`src/rtl/mul_pkg.sv`:
```
// Shared definitions for the sequential approximate 4x4 multiplier.
package mul_pkg;

   localparam int unsigned OP_W  = 4;
   localparam int unsigned RES_W = 8;

   typedef enum logic [1:0] {
      IDLE = 2'd0,
      CALC = 2'd1,
      DONE = 2'd2
   } state_t;

   // Shift applied to each partial product, indexed by step: {0, 2, 2, 4}.
   function automatic logic [2:0] step_shift(input logic [1:0] step);
      logic [2:0] sh;
      unique case (step)
         2'd0:    sh = 3'd0;
         2'd1:    sh = 3'd2;
         2'd2:    sh = 3'd2;
         default: sh = 3'd4;
      endcase
      return sh;
   endfunction

endpackage

```
`src/rtl/mul2a.sv`:
```
// 2x2 approximate multiplier: exact except 3x3, which yields 7.
module mul2a (
   input  logic [1:0] a,
   input  logic [1:0] b,
   output logic [3:0] p
);

   // 3x3 is the only product needing a fourth bit; clamping it to 7 keeps the output 3 bits wide.
   always_comb begin
      if (a == 2'd3 && b == 2'd3) begin
         p = 4'd7;
      end else begin
         p = {2'b00, a} * {2'b00, b};
      end
   end

endmodule

```
`src/rtl/mul4_seq_ctrl.sv`:
```
// Sequential 4x4 approximate multiplier: one shared mul2a, one partial product per clock.
module mul4_seq_ctrl
   import mul_pkg::*;
#(
   parameter int unsigned CNT_W = 16
) (
   input  logic             clk,
   input  logic             rst,
   input  logic             in_valid,
   output logic             in_ready,
   input  logic [OP_W-1:0]  a,
   input  logic [OP_W-1:0]  b,
   output logic             out_valid,
   input  logic             out_ready,
   output logic [RES_W-1:0] result,
   output logic             busy,
   output logic [CNT_W-1:0] op_count
);

   state_t           state;
   logic [1:0]       step;
   logic [RES_W-1:0] acc;
   logic [OP_W-1:0]  a_q;
   logic [OP_W-1:0]  b_q;

   logic [1:0]       mul_a;
   logic [1:0]       mul_b;
   logic [3:0]       pp;
   logic [RES_W-1:0] pp_shifted;

   // Step bit 1 picks the high digit of a, step bit 0 the high digit of b.
   always_comb begin
      mul_a      = step[1] ? a_q[3:2] : a_q[1:0];
      mul_b      = step[0] ? b_q[3:2] : b_q[1:0];
      pp_shifted = {4'b0000, pp} << step_shift(step);
   end

   mul2a u_mul2a (
      .a (mul_a),
      .b (mul_b),
      .p (pp)
   );

   // Handshake and status outputs; in_ready follows out_ready combinationally in DONE.
   always_comb begin
      in_ready  = (state == IDLE) || ((state == DONE) && out_ready);
      out_valid = (state == DONE);
      busy      = (state != IDLE);
      result    = acc;
   end

   // FSM, operand latches, accumulator and saturating result counter.
   always_ff @(posedge clk) begin
      if (rst) begin
         state    <= IDLE;
         step     <= 2'd0;
         acc      <= '0;
         a_q      <= '0;
         b_q      <= '0;
         op_count <= '0;
      end else begin
         unique case (state)
            IDLE: begin
               if (in_valid) begin
                  a_q   <= a;
                  b_q   <= b;
                  acc   <= '0;
                  step  <= 2'd0;
                  state <= CALC;
               end
            end
            CALC: begin
               acc  <= acc + pp_shifted;
               step <= step + 2'd1;
               if (step == 2'd3) begin
                  state <= DONE;
               end
            end
            DONE: begin
               if (out_ready) begin
                  if (op_count != '1) begin
                     op_count <= op_count + CNT_W'(1);
                  end
                  // Back-to-back accept skips the IDLE bubble.
                  if (in_valid) begin
                     a_q   <= a;
                     b_q   <= b;
                     acc   <= '0;
                     step  <= 2'd0;
                     state <= CALC;
                  end else begin
                     state <= IDLE;
                  end
               end
            end
            default: state <= IDLE;
         endcase
      end
   end

endmodule
```
`config.mk`:
```
export PLATFORM = sky130hd
export DESIGN_NAME = mul4_seq_ctrl
export DESIGN_NICKNAME = d
export VERILOG_FILES = /design/src/rtl/mul_pkg.sv /design/src/rtl/mul2a.sv /design/src/rtl/mul4_seq_ctrl.sv
export SDC_FILE = /design/constraint.sdc
export NUM_CORES = 1
export LEC_CHECK = 0
export CAP_MARGIN = 5
export CORE_MARGIN = 1
export CORE_UTILIZATION = 50
export CTS_CLUSTER_DIAMETER = 60
export DETAILED_ROUTE_END_ITERATION = 10
export HOLD_SLACK_MARGIN = 0.03
export PLACE_DENSITY = 0.86
export SYNTH_ARGS = -nofsm -noshare
export SYNTH_HDL_FRONTEND = slang
export SYNTH_SLANG_ARGS = --single-unit
```
`constraint.sdc`:
```
create_clock -name clk -period 3.9 [get_ports clk]
set_input_delay 0.39 -clock clk [delete_from_list [all_inputs] [get_ports clk]]
set_output_delay 0.39 -clock clk [all_outputs]
set_load 0.01 [all_outputs]
```
Yosys cells after proc, flatten, opt, wreduce, memory -nomap -nowiden
Index checks and enable logic that the tools add are counted.
- input bits: 12
- logic and storage cells: 56
- register bits: 36
- multiplexer cells: 21
- multipliers: 1
- shift-type cells: 1
- equality and inequality tests: 11
- reductions and logical operators: 13
- $add $sub $neg: 3
- operator list (kind ; count):
    $pmux W8 S3 ; 1
    $mux W4 ; 5
    $add A16 B1 Y16 const B ; 1
    $mux W8 ; 2
    $ne A16 B16 Y1 const B ; 1
    $pmux W4 S2 ; 2
    $mux W2 ; 7
    $pmux W2 S3 ; 2
    $eq A2 B2 Y1 const B ; 5
    $add A8 B8 Y8 ; 1
    $shl A4 B3 Y8 ; 1
    $pmux W3 S2 ; 1
    $reduce_and A3 Y1 ; 2
    $eq A2 B1 Y1 const B ; 2
    $logic_not A2 Y1 ; 2
    $mul A2 B2 Y4 ; 1
    $ne A2 B2 Y1 const B ; 2
    $reduce_and A2 Y1 ; 2
    $reduce_bool A2 Y1 ; 2
    $reduce_bool A3 Y1 ; 1
    $add A2 B1 Y2 const B ; 1
    $logic_and A1 B1 Y1 ; 2
    $ne A2 B1 Y1 const B ; 1
    $reduce_or A2 Y1 ; 1
    2 further kinds ; 2

Depth between registers and ports, before layout
- depth in word-level cells: 7
- mapped depth: 14
- gate-level depth less buffers: 14

By module
From an unflattened synthesis, not the netlist that was laid out.
- cells, all modules: 248
- area, all modules: 2087.0 sq um
- by module, submodules not included (module ; area each (sq um) ; sequential area each (sq um) ; cells an instance ; times used):
    mul4_seq_ctrl ; 2009.4 ; 720.7 ; 238 ; 1
    mul2a ; 77.6 ; 0.0 ; 10 ; 1

Worst setup path after synthesis
OpenSTA, ideal clock, no wires.
- path type: flip-flop to flip-flop
- start: reg step[0]
- end: reg acc[7], in the netlist result[7]
- arrival time: 3.029 ns
- stages on the path, launching flop included: 14
- path slack: 0.797 ns
- required time: 3.826 ns
- path through: dfxtp_1 mux2i_1 nor2_1 ha_1 inv_1 o41a_1 nor3_1 ha_1 a211oi_1 o21ai_0 a31oi_1 xor2_1 or3_1 a31oi_1
- word-level cells in the longest chain between the ends: 7
- RTL lines (element ; line ; RTL):
    start: declaration ; mul4_seq_ctrl.sv:21 ; logic [1:0] step;
    start signal: assignment ; mul4_seq_ctrl.sv:74 ; step <= step + 2'd1;
    parallel branches: the longest is 4 deep, another holds $mul A2 B2 Y4 ; n/a ;
    $shl A4 B3 Y8 * ; mul4_seq_ctrl.sv:35 ; pp_shifted = {4'b0000, pp} << step_shift(step);
    $add A8 B8 Y8 * ; mul4_seq_ctrl.sv:73 ; acc <= acc + pp_shifted;
    $pmux W8 S3 * ; mul4_seq_ctrl.sv:62 ; unique case (state)
    end signal: assignment ; mul4_seq_ctrl.sv:73 ;
    end: declaration ; mul4_seq_ctrl.sv:22 ; logic [RES_W-1:0] acc;
Every way passes the cells marked *.
A chain may end at the register's enable or synchronous reset.

Worst setup path in the final report
Same ends and word-level chain as after synthesis.

==> results_dict.tcl <==
set metrics [dict create \
    cts_resized 0 \
    gp_congestion 0.898 \
    post_cts_buffers 0 \
    grt_antenna_before_repair 0 \
    ant_nets 0 \
    cts_hold_buf 0 \
    clockRootBuffer "clkbuf_8" \
    worstPathMaxFanout 6 \
    setup-tns-final_ns 0 \
    status "finished clean" \
    post_dp_cell_area_mm2 0.00238 \
    placed_cells 303 \
    synth_area_mm2 0.00197 \
    grt_max_degree 39 \
    required_ns 4.12 \
    cts_made_buffers 5 \
    syn-num-nets 249 \
    grt.total_usage_pct 22.5 \
    slew_headroom_pct 46.4 \
    skew_ns 0.00752 \
    synthXorXnorAreaFrac_pct 8.88 \
    p_per_area_mw_per_mm2 322 \
    worstSetupStartpointType "flop" \
    wire_per_inst_um 13.7 \
    synth_area_per_cell_um2 8.80 \
    syn2layout_area_growth_pct 27.3 \
    final_max_slew_viol_count 0 \
    dp_hpwl_mm 3.00 \
    synth_cell_types 42 \
    overflow 0 \
    grt_pass1_vias 1598 \
    vias_per_cell 5.56 \
    path_clk_slew_ns 0.07 \
    rows 22 \
    drive_above_1_share_pct 5.32 \
    worst_pin_slew_ns 0.799 \
    initial_core_util_pct 53.1 \
    postSynthCellCount 224 \
    layout.cells.non_filler 311 \
    pin_count 39 \
    fin_crit_sh_pct 90.2 \
    synth_compound_area_share_pct 13.6 \
    core_mm2 0.00372 \
    ir_drop_mv 0.304 \
    finalInstanceArea_mm2 0.00251 \
    h-tree-depth 2 \
    hold_viol_final 0 \
    hold_path_class "reg -> reg" \
    dr_total_vias 1728 \
    die_h_um 64.8 \
    portBuffers 38 \
    synth_warnings 0 \
    drt_wl_total_mm 4.28 \
    synth_top_family_by_area "simple AND/OR/NAND/NOR gates" \
    die_x_um 64.8 \
    ys_seq_elements 36 \
    die-area_mm2 0.00420 \
    ys_seq_area_share_pct 36.5 \
    rsz0062_at_grt "false" \
    period_minus_slack_ns 3.52 \
    diodes 0 \
    fin_nets 287 \
    drt-pass1-iter-count 4 \
    synthSimpleGateAreaFrac_pct 21.8 \
    cts_tree "built" \
    setup_viol_count_final 0 \
    cts.sinks 36 \
    post-route-util_pct 67.5 \
    drtIter0Drc 119 \
    cap_violations 0 \
    arrival_ns 3.74 \
    yosys.area_share.adder_pct 8.63 \
    critPathKind "reg -> reg" \
    timing.fmax_ghz 0.284 \
    synth_mux_area_share_pct 7.74 \
    cp-end-kind "flop" \
    p_leak_nw 0.968 \
    drcViolationCount 0 \
    cts_max_path_buffers 2 \
    worstSkewPairLatency_ns 0.30 \
    grt_first_pass_wirelength_mm 7.18 \
]
[cells in the final DEF (no fill, tap or decap), types with 2 or more instances in the layout]
| cell type | n |
|---|---|
| a21o_1 | 2 |
| a21oi_1 | 8 |
| a22oi_1 | 8 |
| a31oi_1 | 3 |
| and3_1 | 5 |
| clkbuf_8 | 7 |
| clkdlybuf4s50_1 | 38 |
| dfxtp_1 | 36 |
| ha_1 | 12 |
| inv_1 | 5 |
| mux2_2 | 2 |
| mux2i_1 | 13 |
| nand2_1 | 9 |
| nand2b_1 | 5 |
| nand3_1 | 6 |
| nand3b_1 | 2 |
| nand4_1 | 4 |
| nor2_1 | 44 |
| nor2b_1 | 2 |
| nor3_1 | 3 |
| o21ai_0 | 6 |
| o21bai_1 | 2 |
| o22ai_1 | 2 |
| xnor2_1 | 9 |
| xor2_1 | 11 |
[final cells by class]
cell class / instances / area (um^2)
Tap cell: 48 / 60.1
Clock buffer: 7 / 96.3
Clock inverter: 1 / 30.0
Sequential cell: 36 / 721
Multi-Input combinational cell: 175 / 1200
Inverter: 5 / 18.8
Timing Repair Buffer: 39 / 388
Fill cell: 305 / 1210
[final timing paths]
check / depth (start not counted) / slack, ns / to / startpoint
worst max-delay path: 13 / 0.38 / result[7]$_SDFFE_PP0P_ / step[0]$_SDFFE_PP0P_
worst min-delay path: 2 / 0.51 / a_q[1]$_SDFFE_PP0P_ / a_q[1]$_SDFFE_PP0P_
worst max register to register: 13 / 0.38 / result[7]$_SDFFE_PP0P_ / step[0]$_SDFFE_PP0P_
worst min register to register: 2 / 0.51 / a_q[1]$_SDFFE_PP0P_ / a_q[1]$_SDFFE_PP0P_
[synthesized netlist by cell type, drive strengths merged]
master,n,area share [%]
nand4b,1,0.44
nand4,4,1.3
or2,1,0.32
and4,1,0.44
a21boi,1,0.38
dfxtp,36,37
o41a,1,0.57
a211oi,1,0.38
o21bai,2,0.76
or4,1,0.38
inv,5,0.95
fa,1,1.0
nor3,4,1.3
nand2b,5,1.6
clkdlybuf4s25,1,0.51
mux2i,13,6.6
o21ai,7,1.8
o22ai,2,0.63
and3,5,1.6
a21o,2,0.76
a22oi,8,3.0
mux2,2,1.1
o41ai,1,1.4
nor2b,2,0.63
or3,1,0.32
xor2,11,4.9
nor4,1,0.32
ha,12,7.6
xnor2,9,4.0
o32a,1,0.51
nand3b,2,0.76
or4b,1,0.51
clkbuf,7,1.3
nand3,6,1.5
nor2,44,8.4
nand2,9,1.7
a21oi,8,2.0
o32ai,1,0.44
a31oi,3,0.95
and2,1,0.32
[report_power, final]
| group | switching [mW] | internal [mW] | total [mW] |
|---|---|---|---|
| sequential | 0.00719 | 0.375 | 0.382 |
| combinational | 0.0365 | 0.0312 | 0.0677 |
| clock | 0.133 | 0.225 | 0.358 |
| total | 0.176 | 0.632 | 0.808 |
[registers in the layout, summed over array words and instances, names as in the netlist]
| signal | flops |
|---|---|
| a_q | 4 |
| op_count | 16 |
| result | 8 |
| state | 2 |
| step | 2 |
| b_q | 4 |
[worst max-delay path, cell delays in order (launching register included)]
cell and delay [ns]:
dfxtp_1 0.45, mux2i_1 0.57, nor2_1 0.14, ha_1 0.31
inv_1 0.05, o41a_1 0.13, nor3_1 0.31, ha_1 0.32
a211oi_1 0.28, o21ai_0 0.14, a31oi_1 0.21, xor2_1 0.10
or3_1 0.31, a31oi_1 0.12
[stage by stage]
| step | hold WS [ns] | setup slack [ns] | total power, mW |
|---|---|---|---|
| 6_report | 0.506 | 0.384 | 0.808 |
| 5_1_grt | 0.520 | 0.0805 | 0.841 |
| 4_1_cts | 0.511 | 0.395 | 0.817 |
| 3_5_place_dp | 0.495 | 0.489 | 0.458 |
| 3_3_place_gp | 0.478 | 0.661 | 0.456 |
| 2_1_floorplan | 0.460 | 0.797 | 0.433 |
[cell families after synthesis]
group,Yosys count
AO/OA/AOI/OAI,38
AND/OR/NAND/NOR,89
multiplexers,15
adder cells (fa/ha/maj),13
buffers and inverters,13
XOR/XNOR,20
flip-flops,36
[layer usage]
layer,track usage [%],wire (um),vias up
met3,5.28,148,9
met4,11.9,97,0
met5,0,0,-
met1,25.5,1850,817
met2,38.5,2180,37
li1,-,-,865
(Power assumes the default switching activity.)
